File: src/rtl/mips_run_pkg.sv
// Shared types for the MIPS run controller: FSM state encoding and halt-reason codes.
package mips_run_pkg;

  typedef enum logic [2:0] {
    ST_IDLE,
    ST_RST,
    ST_RUN,
    ST_DONE,
    ST_TOUT
  } run_state_t;

  localparam logic [1:0] HC_NONE  = 2'd0;
  localparam logic [1:0] HC_LOOP  = 2'd1;
  localparam logic [1:0] HC_INSTR = 2'd2;
  localparam logic [1:0] HC_TOUT  = 2'd3;

endpackage

File: src/rtl/mips_run_ctrl_if.sv
// Control/observation bundle between the run controller and the core side.
interface mips_run_ctrl_if #(
  parameter int PC_W  = 32,
  parameter int CNT_W = 32
);

  logic             start;
  logic [PC_W-1:0]  pc;
  logic [31:0]      instr;
  logic             cpu_reset;
  logic             cpu_stall;
  logic             running;
  logic             done;
  logic             timeout;
  logic [1:0]       halt_code;
  logic [CNT_W-1:0] cycle_count;

  modport master (
    input  start, pc, instr,
    output cpu_reset, cpu_stall, running, done, timeout, halt_code, cycle_count
  );

  modport slave (
    output start, pc, instr,
    input  cpu_reset, cpu_stall, running, done, timeout, halt_code, cycle_count
  );

endinterface

File: src/rtl/mips_halt_detect.sv
// Completion detectors: PC self-loop (stable-PC run length) and halt-opcode match.
module mips_halt_detect #(
  parameter int          PC_W          = 32,
  parameter int          HALT_REPEAT   = 4,
  parameter bit          HALT_INSTR_EN = 1'b1,
  parameter logic [31:0] HALT_INSTR    = 32'h0000000C
) (
  input  logic            clk,
  input  logic            reset,
  input  logic            i_clr,
  input  logic            i_run,
  input  logic [PC_W-1:0] i_pc,
  input  logic [31:0]     i_instr,
  output logic            loop_hit,
  output logic            instr_hit
);

  localparam int SC_W = $clog2(HALT_REPEAT + 1);

  logic [PC_W-1:0] r_prev_pc;
  logic            r_hist_vld;
  logic [SC_W-1:0] r_stable_cnt;
  logic            w_pc_same;

  assign w_pc_same = r_hist_vld && (i_pc == r_prev_pc);

  // Fires on the cycle whose match brings the run length up to HALT_REPEAT.
  assign loop_hit  = i_run && w_pc_same && (r_stable_cnt == SC_W'(HALT_REPEAT - 1));
  assign instr_hit = HALT_INSTR_EN && i_run && (i_instr == HALT_INSTR);

  always_ff @(posedge clk or posedge reset) begin
    if (reset) begin
      r_prev_pc    <= '0;
      r_hist_vld   <= 1'b0;
      r_stable_cnt <= '0;
    end else if (i_clr) begin
      r_prev_pc    <= '0;
      r_hist_vld   <= 1'b0;
      r_stable_cnt <= '0;
    end else if (i_run) begin
      r_prev_pc  <= i_pc;
      r_hist_vld <= 1'b1;
      if (w_pc_same) begin
        if (r_stable_cnt != SC_W'(HALT_REPEAT))
          r_stable_cnt <= r_stable_cnt + SC_W'(1);
      end else begin
        r_stable_cnt <= '0;
      end
    end
  end

endmodule

File: src/rtl/mips_run_ctrl.sv
// Run controller for the single-cycle MIPS core: reset sequencing, cycle
// counting and completion detection (PC loop, halt opcode, cycle budget).
module mips_run_ctrl
  import mips_run_pkg::*;
#(
  parameter int          RESET_CYCLES  = 1,
  parameter int          MAX_CYCLES    = 10000,
  parameter int          CNT_W         = 32,
  parameter int          PC_W          = 32,
  parameter int          HALT_REPEAT   = 4,
  parameter bit          HALT_INSTR_EN = 1'b1,
  parameter logic [31:0] HALT_INSTR    = 32'h0000000C
) (
  input  logic           clk,
  input  logic           reset,
  mips_run_ctrl_if.master bus
);

  localparam int RC_W = $clog2(RESET_CYCLES + 1);

  run_state_t       r_state;
  logic [RC_W-1:0]  r_rst_cnt;
  logic [CNT_W-1:0] r_cycle_count;
  logic             r_cpu_reset;
  logic             r_cpu_stall;
  logic             r_running;
  logic             r_done;
  logic             r_timeout;
  logic [1:0]       r_halt_code;
  logic             w_loop_hit;
  logic             w_instr_hit;

  mips_halt_detect #(
    .PC_W          (PC_W),
    .HALT_REPEAT   (HALT_REPEAT),
    .HALT_INSTR_EN (HALT_INSTR_EN),
    .HALT_INSTR    (HALT_INSTR)
  ) u_halt_detect (
    .clk       (clk),
    .reset     (reset),
    .i_clr     (r_state == ST_RST),
    .i_run     (r_state == ST_RUN),
    .i_pc      (bus.pc),
    .i_instr   (bus.instr),
    .loop_hit  (w_loop_hit),
    .instr_hit (w_instr_hit)
  );

  // Outputs are loaded together with the state they belong to, so every
  // output is a registered function of the state just entered.
  always_ff @(posedge clk or posedge reset) begin
    if (reset) begin
      r_state       <= ST_IDLE;
      r_rst_cnt     <= '0;
      r_cycle_count <= '0;
      r_cpu_reset   <= 1'b1;
      r_cpu_stall   <= 1'b0;
      r_running     <= 1'b0;
      r_done        <= 1'b0;
      r_timeout     <= 1'b0;
      r_halt_code   <= HC_NONE;
    end else begin
      case (r_state)
        ST_IDLE, ST_DONE, ST_TOUT: begin
          if (bus.start) begin
            r_state       <= ST_RST;
            r_rst_cnt     <= RC_W'(RESET_CYCLES - 1);
            r_cycle_count <= '0;
            r_cpu_reset   <= 1'b1;
            r_cpu_stall   <= 1'b0;
            r_running     <= 1'b0;
            r_done        <= 1'b0;
            r_timeout     <= 1'b0;
            r_halt_code   <= HC_NONE;
          end
        end
        ST_RST: begin
          if (r_rst_cnt == '0) begin
            r_state     <= ST_RUN;
            r_cpu_reset <= 1'b0;
            r_running   <= 1'b1;
          end else begin
            r_rst_cnt <= r_rst_cnt - RC_W'(1);
          end
        end
        ST_RUN: begin
          r_cycle_count <= r_cycle_count + CNT_W'(1);
          if (w_instr_hit || w_loop_hit) begin
            r_state     <= ST_DONE;
            r_running   <= 1'b0;
            r_cpu_stall <= 1'b1;
            r_done      <= 1'b1;
            r_halt_code <= w_instr_hit ? HC_INSTR : HC_LOOP;
          end else if (r_cycle_count == CNT_W'(MAX_CYCLES - 1)) begin
            r_state     <= ST_TOUT;
            r_running   <= 1'b0;
            r_cpu_stall <= 1'b1;
            r_timeout   <= 1'b1;
            r_halt_code <= HC_TOUT;
          end
        end
        default: begin
          r_state     <= ST_IDLE;
          r_cpu_reset <= 1'b1;
          r_cpu_stall <= 1'b0;
          r_running   <= 1'b0;
        end
      endcase
    end
  end

  assign bus.cpu_reset   = r_cpu_reset;
  assign bus.cpu_stall   = r_cpu_stall;
  assign bus.running     = r_running;
  assign bus.done        = r_done;
  assign bus.timeout     = r_timeout;
  assign bus.halt_code   = r_halt_code;
  assign bus.cycle_count = r_cycle_count;

endmodule

File: src/flat_wrapper.sv
// flat-port wrapper written by rule: the top's interface ports become plain ports
module mips_run_ctrl_flat import mips_run_pkg::*;
#(
  parameter int          RESET_CYCLES  = 1,
  parameter int          MAX_CYCLES    = 10000,
  parameter int          CNT_W         = 32,
  parameter int          PC_W          = 32,
  parameter int          HALT_REPEAT   = 4,
  parameter bit          HALT_INSTR_EN = 1'b1,
  parameter logic [31:0] HALT_INSTR    = 32'h0000000C
)
  (clk, reset, bus_start, bus_pc, bus_instr, bus_cpu_reset, bus_cpu_stall, bus_running, bus_done, bus_timeout, bus_halt_code, bus_cycle_count);
  mips_run_ctrl_if #(.PC_W(PC_W), .CNT_W(CNT_W)) bus_i ();
  input  logic clk;
  input  logic reset;
  input wire logic [$bits(bus_i.start)-1:0] bus_start;
  input wire logic [$bits(bus_i.pc)-1:0] bus_pc;
  input wire logic [$bits(bus_i.instr)-1:0] bus_instr;
  output wire logic [$bits(bus_i.cpu_reset)-1:0] bus_cpu_reset;
  output wire logic [$bits(bus_i.cpu_stall)-1:0] bus_cpu_stall;
  output wire logic [$bits(bus_i.running)-1:0] bus_running;
  output wire logic [$bits(bus_i.done)-1:0] bus_done;
  output wire logic [$bits(bus_i.timeout)-1:0] bus_timeout;
  output wire logic [$bits(bus_i.halt_code)-1:0] bus_halt_code;
  output wire logic [$bits(bus_i.cycle_count)-1:0] bus_cycle_count;
  assign bus_i.start = bus_start;
  assign bus_i.pc = bus_pc;
  assign bus_i.instr = bus_instr;
  assign bus_cpu_reset = bus_i.cpu_reset;
  assign bus_cpu_stall = bus_i.cpu_stall;
  assign bus_running = bus_i.running;
  assign bus_done = bus_i.done;
  assign bus_timeout = bus_i.timeout;
  assign bus_halt_code = bus_i.halt_code;
  assign bus_cycle_count = bus_i.cycle_count;
  mips_run_ctrl #(.RESET_CYCLES(RESET_CYCLES), .MAX_CYCLES(MAX_CYCLES), .CNT_W(CNT_W), .PC_W(PC_W), .HALT_REPEAT(HALT_REPEAT), .HALT_INSTR_EN(HALT_INSTR_EN), .HALT_INSTR(HALT_INSTR)) u_core (.clk(clk), .reset(reset), .bus(bus_i));
endmodule
File: config.mk
export PLATFORM = sky130hd
export DESIGN_NAME = mips_run_ctrl_flat
export DESIGN_NICKNAME = d
export VERILOG_FILES = /design/src/rtl/mips_run_pkg.sv /design/src/rtl/mips_run_ctrl_if.sv /design/src/rtl/mips_halt_detect.sv /design/src/rtl/mips_run_ctrl.sv /design/src/flat_wrapper.sv
export SDC_FILE = /design/constraint.sdc
export NUM_CORES = 1
export LEC_CHECK = 0
export ABC_AREA = 1
export ABC_CLOCK_PERIOD_IN_PS = 3200
export CAP_MARGIN = 0
export CORE_MARGIN = 1
export CORE_UTILIZATION = 50
export CTS_BUF_LIST = sky130_fd_sc_hd__clkbuf_16
export CTS_CLUSTER_DIAMETER = 150
export DETAILED_ROUTE_END_ITERATION = 16
export PLACE_DENSITY_LB_ADDON = 0.15
export SLEW_MARGIN = 20
export SYNTH_ARGS = -nofsm -noshare
export SYNTH_HDL_FRONTEND = slang
export SYNTH_SLANG_ARGS = --single-unit
export TNS_END_PERCENT = 30
File: constraint.sdc
create_clock -name clk -period 3.2 [get_ports clk]
set_input_delay 0.64 -clock clk [delete_from_list [all_inputs] [get_ports clk]]
set_output_delay 0.64 -clock clk [all_outputs]
set_load 0.05 [all_outputs]
# After elaboration in Yosys (flattened, before gate mapping)
# Index checks and enable logic that the tools add are counted.
[totals]
memories = 0
word_cells = 89
ff_bits = 79
out_inout_bits = 39
latch_bits = 0
inputBits = 67
mem_bits_ro = 0
ram_bits = 0
[classes]
mux = 37
n_addsub = 3
n_eq_ne = 16
reduce_logical = 19
n_bitwise = 2
shift = 0
n_lt_le_gt_ge = 0
div_mod_pow = 0
multipliers = 0
[op_table]
columns = ["cell", "count"]
rows = [
  ["$mux 32", 3],
  ["$pmux 32 s2", 1],
  ["$add 32x1->32 const B", 1],
  ["$eq 32x14->1 const B", 1],
  ["$eq 32x32->1", 1],
  ["$eq 32x4->1 const B", 1],
  ["$mux 3", 8],
  ["$reduce_and 3->1", 5],
  ["$mux 1", 13],
  ["$eq 3x2->1 const B", 3],
  ["$pmux 1 s3", 3],
  ["$pmux 3 s3", 1],
  ["$mux 2", 4],
  ["$ne 2x2->1 const B", 3],
  ["$pmux 1 s2", 3],
  ["$reduce_and 2->1", 3],
  ["$reduce_bool 2->1", 3],
  ["$logic_and 1x1->1", 4],
  ["$ne 2x1->1 const B", 2],
  ["$pmux 2 s2", 1],
  ["$reduce_and 4->1", 1],
  ["$add 3x1->3 const B", 1],
  ["$eq 3x1->1 const B", 1],
  ["$eq 3x3->1 const B", 1],
  ["8 further kinds", 9],
]

# Longest topological paths before layout
# Gate-level depths: netlist of run 1.
[depth]
ltp_word = 7
depth_mapped = 14
mapped_depth_nobuf = 14

# Cells and area by module
# From an unflattened synthesis of run 1, not the netlist that was laid out.
[hier_totals]
hier_cells = 747
hier_area_um2 = 4903.5
[modules_own_cells]
columns = ["module", "cells_each", "seq_area_each_um2", "area_per_inst_um2", "instances"]
rows = [
  ["mips_run_ctrl", 389, 1052.3, 2620.0, 1],
  ["mips_halt_detect", 358, 900.9, 2283.4, 1],
]

# Worst setup path before layout of run 1
# Ideal clock, no wire load.
[synth_timing]
path_kind = "reg-to-reg"
start = "reg u_core.r_cycle_count[0] (netlist: u_core.bus.cycle_count[0])"
end = "reg u_core.r_cycle_count[28] (netlist: u_core.bus.cycle_count[28])"
slack_ns = 1.093
setup_ns = 0.117
n_path_buf = 0
t_arrival_ns = 1.989
required_time_ns = 3.083
stages_incl_launch_ff = 13
synth_period_minus_slack_ns = 2.107
path_cell_list = "dfrtp_1 ha_1 nand2_1 nor2_2 nand3_1 nor2_1 inv_2 nor2_1 nand2_1 clkinv_1 nand3_1 o21ai_1 inv_1"
[synth_between]
elab_chain_cells = 2
[synth_lines]
columns = ["item", "line_no", "text"]
rows = [
  ["start, declared", "mips_run_ctrl.sv:23", "logic [CNT_W-1:0] r_cycle_count;"],
  ["start signal, assigned", "mips_run_ctrl.sv:87", "r_cycle_count <= r_cycle_count + CNT_W'(1);"],
  ["$add 32x1->32", "mips_run_ctrl.sv:87", ""],
  ["$pmux 32 s2", "mips_run_ctrl.sv:63", "case (r_state)"],
]
# Every way passes these cells.
# A chain may end at the register's enable or synchronous reset.

# Worst setup path after layout of run 1
[layout_timing]
start = "reg u_core.r_state[1]"
end = "reg u_core.u_halt_detect.r_stable_cnt[0]"
[layout_between]
elab_chain_cells = 3
word_cells_on_any_way = 6
cone_classes = "eq/ne (3); mux (1); reduce/logical (2)"
[layout_lines]
columns = ["item", "line_no", "text"]
rows = [
  ["start, declared", "mips_run_ctrl.sv:21", "run_state_t r_state;"],
  ["start signal, assigned", "mips_run_ctrl.sv:53", "r_state <= ST_IDLE;"],
  ["start signal, assigned", "mips_run_ctrl.sv:66", "r_state <= ST_RST;"],
  ["start signal, assigned", "mips_run_ctrl.sv:79", "r_state <= ST_RUN;"],
  ["$eq 3x1->1 / $eq 3x2->1 (equally long branches)", "mips_run_ctrl.sv:41, mips_run_ctrl.sv:42", ""],
  ["$ne 3x2->1 (no source line) / $reduce_bool 2->1 (equally long branches)", "-", ""],
  ["$reduce_and 2->1 (no source line)", "-", ""],
  ["end signal, assigned", "mips_halt_detect.sv:45", "r_stable_cnt <= r_stable_cnt + SC_W'(1);"],
  ["end, declared", "mips_halt_detect.sv:22", "logic [SC_W-1:0] r_stable_cnt;"],
]
# Parallel ways exist; a longest one is shown, timed or not.

==> results of run 1 <==
-- placed cells by master (no fill, tap or decap), types with 3 or more instances in the layout --
cell type	netlist	layout
nand2_1	160	160
clkdlybuf4s50_1	0	105
inv_1	100	100
dfrtp_1	77	77
nor2_1	67	67
nand3_1	37	37
o22ai_1	25	25
o21ai_0	19	19
nor3_1	16	16
o21ai_1	14	14
a21oi_1	14	14
nand4_1	13	13
nor4_1	11	11
clkbuf_16	0	9
inv_2	7	8
nand2_2	5	5
xor2_1	4	4
nor2_2	4	4
ha_1	4	4
mux2i_1	3	3
clkinv_1	1	3
clkinvlp_4	0	3
-- final timing paths --
| check | start | to | slack [ns] | depth (start not counted) |
|---|---|---|---|---|
| min | u_core.bus.halt_code[0]$_DFFE_PP0P_ | u_core.bus.halt_code[0]$_DFFE_PP0P_ | 0.48 | 2 |
| min reg2reg | u_core.bus.halt_code[0]$_DFFE_PP0P_ | u_core.bus.halt_code[0]$_DFFE_PP0P_ | 0.48 | 2 |
| min in group asynchronous | reset | u_core.bus.cycle_count[25]$_DFFE_PP0P_ | 0.71 | 2 |
| max in group asynchronous | reset | u_core.u_halt_detect.r_prev_pc[10]$_DFFE_PP0P_ | 1.79 | 3 |
| max reg2reg | u_core.r_state[1]$_DFFE_PP0P_ | u_core.u_halt_detect.r_stable_cnt[0]$_DFFE_PP0P_ | 0.74 | 7 |
| max | u_core.r_state[1]$_DFFE_PP0P_ | u_core.u_halt_detect.r_stable_cnt[0]$_DFFE_PP0P_ | 0.74 | 7 |
-- cell usage after synthesis, types with 2 or more instances --
library cell | n | area [sq um]
dfrtp_1 | 77 | 1930
nor3_2 | 2 | 20.0
mux2i_1 | 3 | 30.0
o21ai_0 | 19 | 95.1
o22ai_1 | 25 | 156
inv_2 | 7 | 26.3
inv_1 | 100 | 375
nor3_1 | 16 | 80.1
nor2_4 | 2 | 22.5
a31oi_1 | 2 | 12.5
clkbuf_1 | 6 | 22.5
nor3_4 | 2 | 32.5
xor2_1 | 4 | 35.0
nand3b_1 | 2 | 15.0
o21ai_1 | 14 | 70.1
buf_2 | 6 | 30.0
nand2_2 | 5 | 31.3
nor2_1 | 67 | 251
nand3_1 | 37 | 185
ha_1 | 4 | 50.1
a21oi_1 | 14 | 70.1
nand4_1 | 13 | 81.3
nand2_1 | 160 | 601
a22oi_1 | 2 | 15.0
nor2_2 | 4 | 25.0
nor4_1 | 11 | 68.8
-- worst max-delay path, stage by stage (launching register included) --
cell     delay, ns
dfrtp_1       0.42
inv_2         0.09
nor3_4        0.04
inv_2         0.57
nand2_1       0.58
o21ai_1       0.40
nand2_1       0.09
o21a_1        0.12
-- stage by stage --
step	hold slack, ns	area (sq um)	worst slack (ns)
floorplan	0.474	4460	0.567
global placement	0.463	5630	0.601
detailed placement	0.470	5630	0.495
CTS	0.485	5890	0.734
global route	0.504	5890	0.533
finish	0.478	5890	0.737
-- routing by layer --
metal | global-route usage | routed length, um | vias up
li1 | - | - | 2210
met1 | 0.340 | 4960 | 2050
met2 | 0.430 | 5420 | 144
met3 | 0.0509 | 772 | 19
met4 | 0.0956 | 146 | 0
met5 | 0 | 0 | -
-- sequential cells by signal, indices dropped and copies added (netlist names) --
name                               flops
u_core.bus.halt_code                   2
u_core.bus.cycle_count                32
u_core.bus.timeout                     1
u_core.bus.cpu_stall                   1
u_core.bus.cpu_reset                   1
u_core.r_state                         3
u_core.u_halt_detect.r_stable_cnt      3
u_core.bus.running                     1
u_core.u_halt_detect.r_hist_vld        1
u_core.bus.done                        1
u_core.u_halt_detect.r_prev_pc        32
-- logic make-up after synthesis --
family / share of synthesized area
multiplexers: 0.00674
flip-flops: 0.438
buffers and inverters: 0.103
AND/OR/NAND/NOR: 0.328
adder cells (fa/ha/maj): 0.0112
AO/OA/AOI/OAI: 0.103
XOR/XNOR: 0.00982
-- where the power goes --
part	leakage, nW	internal, W	switching, W
sequential	1.05	0.00127	0.000163
combinational	1.53	0.000516	0.000995
clock	0.124	0.000518	0.000413
-- layout make-up --
class / instances / area, sq um / share of cell area
sequential: 78 / 1950 / 0.331
multi-input combinational: 419 / 2050 / 0.347
clock inverter: 7 / 42.5 / 0.00722
clock buffer: 9 / 225 / 0.0382
inverter: 108 / 405 / 0.0688
tap: 108 / 135 / 0.0229
timing repair buffer: 108 / 1090 / 0.184
==> flow_summary.toml, run 1 <==
[global_route]
grt_overflow = 0
grt_pass1_vias = 4180
grt_use_total = 0.260
grt_max_degree = 51
grt_pass1_wl_um = 18600
antenna_found_initial = 0

[layout]
instances_no_fill = 837
antenna_cells = 0
fill_cells = 766
syn_to_final_growth_pct = 32.2
drive_above_1_share = 0.0604
utilization = 0.679
fin_nets = 795

[placed_design]
routabilityCongestion = 0.886
place_inst = 821
dp_hpwl_um = 8170
port_buffers = 105

[clocking]
cts_buffers = 9
clockBufferDepth = 2
cts.sinks = 78
htreeDepth = 3
cts_setup_buffers = 0
clockRootBuffer = "clkbuf_16"
cts_resized = 0
postCtsHoldBufs = 0
cts_tree = "done"
clock_latency_ns = 0.34
clk_pin_slew_ns = 0.06

[critical_path]
worst_ep_arrival_time_ns = 2.69
critPathKind = "reg -> reg"
cp.required_ns = 3.42
crit_path_end_kind = "flip-flop"
start_kind = "flip-flop"
critical_path.max_fanout = 43

[die]
io_pins = 106
die_area_sq_um = 9300
core_area_sq_um = 8680
std_cell_rows = 34
die_h_um = 96.4
initial_core_util = 0.514
fp.dieW_um = 96.4

[timing]
slew_headroom = 0.475
fmaxAchievable_mhz = 406
finalHoldViolations = 0
skew_ns = 0.0102
setup_viol = 0
final.min_clock_period_ns = 2.46
period_share = 0.770
maxSlewViolCount = 0
worstMarginPinSlew_ns = 0.787
setup_tns_ns = 0
grt_setup_unrepaired = "no"

[route]
drt-total-wl_um = 11300
vias = 4423
wire_per_inst_um = 13.5
drtAntennaViolNets = 0
dr.pass1.iters = 5
vias_per_cell = 5.28
drcViolationCount = 0
drt_iter0_markers = 217

[power_and_ir_drop]
powerDensity_nw_per_um2 = 657
ir_drop_v = 0.000425
p_leak_nw = 2.70
fin_total_pwr_w = 0.00387

[logic_synthesis]
syn_area_sq_um = 4460
syn_avg_cell_area_sq_um = 7.23
synth_edf_count = 0
yosys_warnings = 0
yosysSeqAreaShare = 0.438
async_flop_share = 1.00
synth_nets = 688
ys_types = 39
synth_cells = 617
synth-main-ff-cell = "dfrtp_1"
ys_ff_latch = 78

[hold_path]
hold_class = "reg -> reg"

[run_status]
status = "finished, final reports clean"

[flow_run]
maxCapViolCount = 0
No activity file was read; power rests on OpenSTA's default activity.
==> inputs of run 2 (changes only) <==
ABC_CLOCK_PERIOD_IN_PS = 2260   (was 3200)
CORE_UTILIZATION = 45   (was 50)
clock period = 2.26 ns   (was 3.2 ns; I/O delays follow)
==> run 2 against run 1 <==
  * Hold slack gained 0.0055 ns
  * Setup slack lost 0.63 ns
  * Total power grew 44%
  * Largest cell class unchanged
  * Sequential power grew 41%
  * Register-to-register slack lost 0.53 ns
  * Sequential share of layout area shrank 0.65 points
  * Combinational power grew 47%
==> flow_summary.toml, run 2 (synthesis gave the netlist of run 1 again) <==
[route]
dr.pass1.iters = 4
drt-total-wl_um = 11400
drcViolationCount = 0
vias_per_cell = 5.09
wire_per_inst_um = 13.1
drt_iter0_markers = 174
drtAntennaViolNets = 0
vias = 4413

[critical_path]
cp_cell_sequence = "clkdlybuf4s50_1"
worst_ep_arrival_time_ns = 1.70
crit_path_start = "u_core.bus.cycle_count[7]$_DFFE_PP0P_"
start_kind = "flip-flop"
r2r_cells = 10
path_buf_inv = 1
r2r_slack_ns = 0.21
critical_path.max_fanout = 8
worstSetupEndpoint = "bus_cycle_count[7]"
rr_endpoint = "u_core.bus.cycle_count[26]$_DFFE_PP0P_"
cp.required_ns = 1.81
crit_path_end_kind = "primary output"
reg2reg_from = "u_core.bus.cycle_count[0]$_DFFE_PP0P_"
critPathKind = "reg -> out"
critical-path-top-delay-family = "buffers and inverters"
cpMaxStageDelayCell = "clkdlybuf4s50_1"
cp_num_cells = 1
cpPeakStageDelay_ns = 0.86

[global_route]
grt_overflow = 0
grt_pass1_wl_um = 18500
antenna_found_initial = 0
grt_use_total = 0.229
grt_pass1_vias = 4163
grt_max_degree = 35

[power_and_ir_drop]
powerDensity_nw_per_um2 = 924
fin_total_pwr_w = 0.00556
p_leak_nw = 2.75
ir_drop_v = 0.000453

[timing]
maxSlewViolCount = 0
slew_headroom = 0.637
final.min_clock_period_ns = 2.16
skew_ns = 0.0109
whs_ns = 0.483
period_share = 0.954
finalHoldViolations = 0
setup_tns_ns = 0
fmaxAchievable_mhz = 464
grt_setup_unrepaired = "no"
setup_viol = 0
worstMarginPinSlew_ns = 0.544

[layout]
final_common_cell = "nand2_1"
syn_to_final_growth_pct = 34.9
antenna_cells = 0
drive_above_1_share = 0.0745
most-common-layout-cells = "160 x nand2_1, 105 x clkdlybuf4s50_1, 101 x inv_1, 77 x dfrtp_1, 66 x nor2_1"
instances_no_fill = 867
fin_nets = 804

[placed_design]
dp_hpwl_um = 8490
port_buffers = 105
place_inst = 851
routabilityCongestion = 0.878

[die]
die_area_sq_um = 10300
std_cell_rows = 35
initial_core_util = 0.473
core_area_sq_um = 9420
io_pins = 106
fp.dieW_um = 102
die_h_um = 102

[clocking]
htreeDepth = 3
clockBufferDepth = 2
cts_resized = 0
clock_latency_ns = 0.33
postCtsHoldBufs = 0
clockRootBuffer = "clkbuf_16"
clk_pin_slew_ns = 0.06
cts.sinks = 78
cts_tree = "done"
cts_buffers = 9
cts_setup_buffers = 0

[flow_run]
maxCapViolCount = 0

[run_status]
status = "finished, final reports clean"

[hold_path]
hold_class = "reg -> reg"
==> run 2: changes by cell type in the layout (fill, tap and decap cells not counted), sizes merged <==
cell	change
buf	+9
clkinvlp	+1
inv	+1
clkinv	-2
==> run 2: power by group <==
group / total [W] / internal (W) / switching [W]
Clock: 0.00131 / 0.000735 / 0.000573
Combinational: 0.00222 / 0.000799 / 0.00143
Sequential: 0.00202 / 0.00179 / 0.000231
Total: 0.00556 / 0.00333 / 0.00223
==> run 2: worst min path at each step <==
stage / cells after the start / from / endpoint
after floorplan: 2 / u_core.u_halt_detect.r_stable_cnt[2]$_DFFE_PP0P_ / u_core.u_halt_detect.r_stable_cnt[2]$_DFFE_PP0P_
after global placement: 2 / u_core.bus.running$_DFFE_PP0P_ / u_core.bus.running$_DFFE_PP0P_
after detailed placement: 2 / u_core.bus.running$_DFFE_PP0P_ / u_core.bus.running$_DFFE_PP0P_
after CTS: 2 / u_core.bus.running$_DFFE_PP0P_ / u_core.bus.running$_DFFE_PP0P_
after global routing: 2 / u_core.bus.running$_DFFE_PP0P_ / u_core.bus.running$_DFFE_PP0P_
final: 2 / u_core.bus.running$_DFFE_PP0P_ / u_core.bus.running$_DFFE_PP0P_
==> run 2: stage by stage <==
stage,cell area [sq um],setup slack (ns),util
final,6010,0.104,0.639
after global routing,6010,0.0260,0.639
after CTS,6000,0.107,0.638
after detailed placement,5740,-0.173,0.609
after global placement,5740,-0.0638,0.609
after floorplan,4460,0.153,-
==> run 2: layout make-up <==
| type | instances | area, sq um |
|---|---|---|
| fillers | 841 | 3400 |
| repair buffers | 117 | 1170 |
| flip-flops and latches | 78 | 1950 |
| clock inverters | 7 | 42.5 |
| inverters | 108 | 409 |
| clock buffers | 9 | 225 |
| well taps | 129 | 161 |
| multi-input cells | 419 | 2050 |
==> run 2: routing by layer <==
metal | vias to the layer above | track usage | share of wire | wire length (um)
met3 | 11 | 0.0393 | 0.064 | 727
li1 | 2226 | - | - | -
met2 | 122 | 0.381 | 0.46 | 5230
met4 | 0 | 0.0702 | 0.010 | 115
met1 | 2054 | 0.306 | 0.47 | 5300
met5 | - | 0 | 0 | 0
